### src/rtl/alu_result_collector.sv
// Collects ALU result/flag samples into a first-word fall-through FIFO.
// Also keeps saturating per-flag event counters and a sticky flag for samples lost while full.
module alu_result_collector #(
  parameter int WIDTH     = 4,
  parameter int DEPTH     = 4,
  parameter int CNT_WIDTH = 8
) (
  input  logic                     i_clk,
  input  logic                     i_rstn,
  input  logic                     i_valid,
  input  logic [WIDTH-1:0]         i_result,
  input  logic [3:0]               i_flag,
  input  logic                     i_clr,
  input  logic                     i_ready,
  output logic                     o_valid,
  output logic [WIDTH-1:0]         o_result,
  output logic [3:0]               o_flag,
  output logic [$clog2(DEPTH):0]   o_level,
  output logic                     o_full,
  output logic                     o_drop,
  output logic [CNT_WIDTH-1:0]     o_err_cnt,
  output logic [CNT_WIDTH-1:0]     o_neg_cnt,
  output logic [CNT_WIDTH-1:0]     o_pos_cnt,
  output logic [CNT_WIDTH-1:0]     o_ovf_cnt
);

  localparam int AW = $clog2(DEPTH);
  localparam int DW = WIDTH + 4;
  localparam logic [AW:0]          FULL_LVL = (AW+1)'(DEPTH);
  localparam logic [CNT_WIDTH-1:0] CNT_MAX  = '1;

  logic [DW-1:0]        mem [DEPTH];
  logic [AW:0]          wr_ptr;
  logic [AW:0]          rd_ptr;
  logic [CNT_WIDTH-1:0] cnt [4];
  logic                 drop;
  logic                 empty;
  logic                 pop;
  logic                 push;
  logic [DW-1:0]        head;

  // Pointers carry an extra MSB so the difference distinguishes full from empty.
  assign o_level  = wr_ptr - rd_ptr;
  assign empty    = (wr_ptr == rd_ptr);
  assign o_valid  = ~empty;
  assign o_full   = (o_level == FULL_LVL);
  assign pop      = o_valid & i_ready;
  assign push     = i_valid & (~o_full | pop);

  // Stale storage is masked so the data outputs read zero while empty.
  assign head     = empty ? '0 : mem[rd_ptr[AW-1:0]];
  assign o_result = head[DW-1:4];
  assign o_flag   = head[3:0];
  assign o_drop   = drop;

  assign o_err_cnt = cnt[0];
  assign o_neg_cnt = cnt[1];
  assign o_pos_cnt = cnt[2];
  assign o_ovf_cnt = cnt[3];

  always_ff @(posedge i_clk) begin
    if (push && !i_clr) begin
      mem[wr_ptr[AW-1:0]] <= {i_result, i_flag};
    end
  end

  always_ff @(posedge i_clk or negedge i_rstn) begin
    if (!i_rstn) begin
      wr_ptr <= '0;
      rd_ptr <= '0;
      drop   <= 1'b0;
    end else if (i_clr) begin
      wr_ptr <= '0;
      rd_ptr <= '0;
      drop   <= 1'b0;
    end else begin
      if (push) wr_ptr <= wr_ptr + 1'b1;
      if (pop)  rd_ptr <= rd_ptr + 1'b1;
      if (i_valid && o_full && !pop) drop <= 1'b1;
    end
  end

  // Dropped samples still count: the statistics describe the ALU stream, not the FIFO.
  always_ff @(posedge i_clk or negedge i_rstn) begin
    if (!i_rstn) begin
      for (int k = 0; k < 4; k++) cnt[k] <= '0;
    end else if (i_clr) begin
      for (int k = 0; k < 4; k++) cnt[k] <= '0;
    end else if (i_valid) begin
      for (int k = 0; k < 4; k++) begin
        if (i_flag[k] && (cnt[k] != CNT_MAX)) cnt[k] <= cnt[k] + 1'b1;
      end
    end
  end

endmodule

### config.mk
export PLATFORM = sky130hd
export DESIGN_NAME = alu_result_collector
export DESIGN_NICKNAME = d
export VERILOG_FILES = /design/src/rtl/alu_result_collector.sv
export SDC_FILE = /design/constraint.sdc
export NUM_CORES = 1
export LEC_CHECK = 0
export ABC_AREA = 1
export CORE_ASPECT_RATIO = 0.7
export CORE_MARGIN = 1.5
export CORE_UTILIZATION = 54
export DETAILED_ROUTE_END_ITERATION = 12
export HOLD_SLACK_MARGIN = 0.12
export PLACE_DENSITY_LB_ADDON = 0.2
export SYNTH_ARGS = -nofsm -noshare
export SYNTH_HDL_FRONTEND = slang
export SYNTH_SLANG_ARGS = --single-unit
### constraint.sdc
create_clock -name i_clk -period 2.91 [get_ports i_clk]
set_clock_uncertainty 0.2 [all_clocks]
set_input_delay 0.582 -clock i_clk [delete_from_list [all_inputs] [get_ports i_clk]]
set_output_delay 0.582 -clock i_clk [all_outputs]
set_load 0.01 [all_outputs]
==> results.md <==
* Status: complete, but fails checks
* Failing checks: setup timing
* Max Cap Violations at 0
* Post-synth EDFFs at 32
* First DRT Iteration DRCs at 159
* Filler cells at 529
* # DRC at 0
* Syn nets at 429
* Distinct cells, synth at 28
* Switching power total at 0.000861 W
* Multi-input logic area at 0.00158 mm^2
* Antenna violations before repair at 0
* Post-Layout Cell Count at 568
* Placed cell areas at roughly 0.0044 mm^2
* Setup tns final at -974 ps
* Kind of critical path: register to primary output
* Final Hold Viols at 0
* Vias in the first global route at between 2000 and 3000
* Slew headroom at 39.1%
* Power Dens Cells at 629 mW/mm^2
* CP arrival at 2300 ps
* CP cell instances: clkinv_1 -> ha_1 -> nand2_1 -> inv_1 -> nand3_2 -> inv_1 -> a21oi_1 -> clkdlybuf4s50_1
* Flop pwr share at between 30% and 40%
* Top post-synthesis cells by area: dfrtp_1, edfxtp_1, nand2_1
* Synthesized area per cell at 9.24 um^2
* Via Count at between 3000 and 4000
* Clock tree buffer depth at 2
* Cell count along the critical path at 8
* Reg-to-Reg Start: wr_ptr[0]
* Diodes inserted at 0
* Fmax at ~320 MHz
* Sequential area share after synthesis at 51.9%
* Post-DRT Antenna Nets at 0
* Dpl cells at about 550
* Switching Share at just under 30%
* Final #Nets at 494
* CTS root buf: clkbuf_8
* Pre-Repair DR Iteration Count at 4
* Core Area at ~0.0067 mm^2
* Share of the synthesized area in the top cell type at 26.1%
* Seq cells post-synth at 71
* Setup crit end kind: primary output
* Gr usage total at 24.9%
* Area of the mapped netlist at 0.00373 mm^2
* Layout Utilization at 69.4%
* Setup slack after layout at -171 ps
* Chip Width at 102 um
* Slowest CP cell: clkdlybuf4s50_1
* Fin crit share at 106%
* Cells after Synth at 404
* Top_reg_cell synth: dfrtp_1
* DP Wirelength at 5.74 mm
* Hold/Removal Path Class: primary input to asynchronous set/reset pin
* Clock Power Share at 35.9%
* Slew @ Worst Pin at a little over 900 ps
* Via density at about 5.3
* Worst VDD drop at 0.357 mV
* # rows at 25
* H-tree levels at 3
* Int Power at 0.00207 W
* CP peak stage delay at 570 ps
* Final Instance Area at 0.00466 mm^2
* Hold buffer count at cts at 0
* Fin Hold WS at 141 ps
* Logic pwr share at around 26%
* Async SR Flop Fraction at 54.9%
* DIE AREA at 0.00743 mm^2
* Wirelength per Cell at 14.8 um
* Maximum fanout along the worst path at 8
* Critical Path RT at 2130 ps
* Most used cell, CP: inv_1
* Reg area at about 0.0019 mm^2
* Chip height at 72.6 um
* CTS sink count at 71
* Delay-heaviest family, CP: buffers and inverters
* Clock Latency Late Sink at between 300 and 400 ps
* GRT overflow at 0
* Synthesis-to-layout area growth at 24.9%
* Minimum clock period at 3080 ps
* Most frequent cell after synthesis: nand2_1
* CTS tree: yes
* Largest net degree at the start of global routing at 40
* Setup Viol. Count Final at 8
* WL met2 at 3.90 mm
* Top cells by count, synth: nand2_1, nor2_1, nand3_1, dfrtp_1, edfxtp_1
* Detailed Route WL at between 8 and 9 mm
* CP bufs+invs at 4
* Crit path launch: rd_ptr[1]
* Worst R2R Setup Slack at 500 ps
* Met3 wire length at 480 um
* Setup crit start kind: register
* Worst reg-to-reg path cell count at 9
* GPL Wtd Cong at approximately 0.83
* Leakage at 2.05 nW
* Clk pin slew, worst setup/hold paths at 80 ps
* Cts bufs inserted at 9
* IO Pins at between 50 and 60
* Initial Util at 55.5%
* First-pass GRT wire length at around 14 mm
* YS warnings at 0
* Proportion of layout cells with a drive suffix above 1 at between 10% and 20%
* Unrepaired setup endpoints after global routing: true
* IO Port Bufs at 58
* Max-slew violations at 0
* Worst R2R End: mem[1][1]
* Top sig layer: met4
* Met1 Wirelength at 3.92 mm
* Area leader, netlist: dfrtp_1
## area by class of cell
type,count,area share (%)
Clock buffer,9,2.66
Tap cell,94,2.52
Timing Repair Buffer,68,13.9
Multi-Input combinational cell,288,33.9
Clock inverter,7,3.08
Inverter,31,2.49
Sequential cell,71,41.5
## state kept, by name (all words and copies together), names as in the netlist
name,count
o_ovf_cnt,8
wr_ptr,3
o_neg_cnt,8
o_pos_cnt,8
o_err_cnt,8
o_drop,1
mem,32
rd_ptr,3
## kinds of logic (layout without fill, tap and decap cells)
logic type                 Yosys count  count (layout)  share of synthesized area [%]
AOI/OAI and AO/OA                   53              53                           8.98
and+or+nand+nor                    218             218                           27.9
adders and majority gates           12              12                           4.22
DFF                                 71              71                           51.9
buffers and inverters               45             115                           5.83
xor gates and xnor gates             5               5                           1.17
## worst reg2reg max path: cells and delay by family (launching register included)
family,cells,cell delay (ps)
adder cells (fa/ha/maj),2,680
AND/OR/NAND/NOR,4,500
flip-flops,1,380
buffers and inverters,3,350
## repair_timing
item,CTS,global route
gates resized for setup,2,4
endpoints found under the hold margin,0,0
setup endpoints to repair,11,11
setup buffers,1,0
pin swaps,0,0
gates cloned,0,0
## worst max path at each step
stage	end	slack, ps
6_report	o_flag[3]	-170
5_1_grt	o_flag[3]	-280
2_1_floorplan	mem[0][0]	420
3_5_place_dp	o_full	120
3_3_place_gp	o_full	220
4_1_cts	o_flag[3]	-200
## placed cells by master, fill, tap and decap left out
cell type	n
fa_1	1
o21ai_1	4
inv_1	29
dlymetal6s2s_1	1
nand3_4	1
clkinvlp_4	2
dlygate4sd2_1	1
nand2_1	92
o21ai_2	4
dfrtp_1	39
o21ai_0	22
o211ai_1	4
clkbuf_8	9
inv_2	1
or2_2	8
clkbuf_2	1
buf_4	10
a21oi_4	4
bufinv_16	4
nand4_1	16
xor2_1	5
clkinv_1	1
nand2_4	1
ha_1	11
edfxtp_1	32
nor2_4	8
inv_6	1
nand2_2	2
a21oi_1	15
nor2_1	44
nand3_2	2
nand3b_1	4
clkdlybuf4s50_1	54
buf_2	1
nand3_1	40
## power groups by stage
| stage | logic [W] | registers [W] | clock network [W] |
|---|---|---|---|
| after floorplan | 0.000416 | 0.00114 | 0 |
| after global placement | 0.000731 | 0.00114 | 0 |
| after detailed placement | 0.000756 | 0.00114 | 0 |
| after CTS | 0.000763 | 0.00112 | 0.00107 |
| after global routing | 0.000833 | 0.00113 | 0.00111 |
| final | 0.000757 | 0.00112 | 0.00105 |
## layer usage
metal / vias to the layer above / GRT usage, %
li1: 1487 / -
met2: 85 / 38.8
met3: 8 / 7.09
met5: - / 0.699
met4: 0 / 7.00
met1: 1451 / 34.3
## metrics by stage
stage | setup slack, ps | total power [W]
detailed placement | 119 | 0.00190
CTS | -199 | 0.00295
global route | -282 | 0.00307
finish | -171 | 0.00293
global placement | 217 | 0.00187
floorplan | 420 | 0.00156
Power figures use the tool's default switching activity.
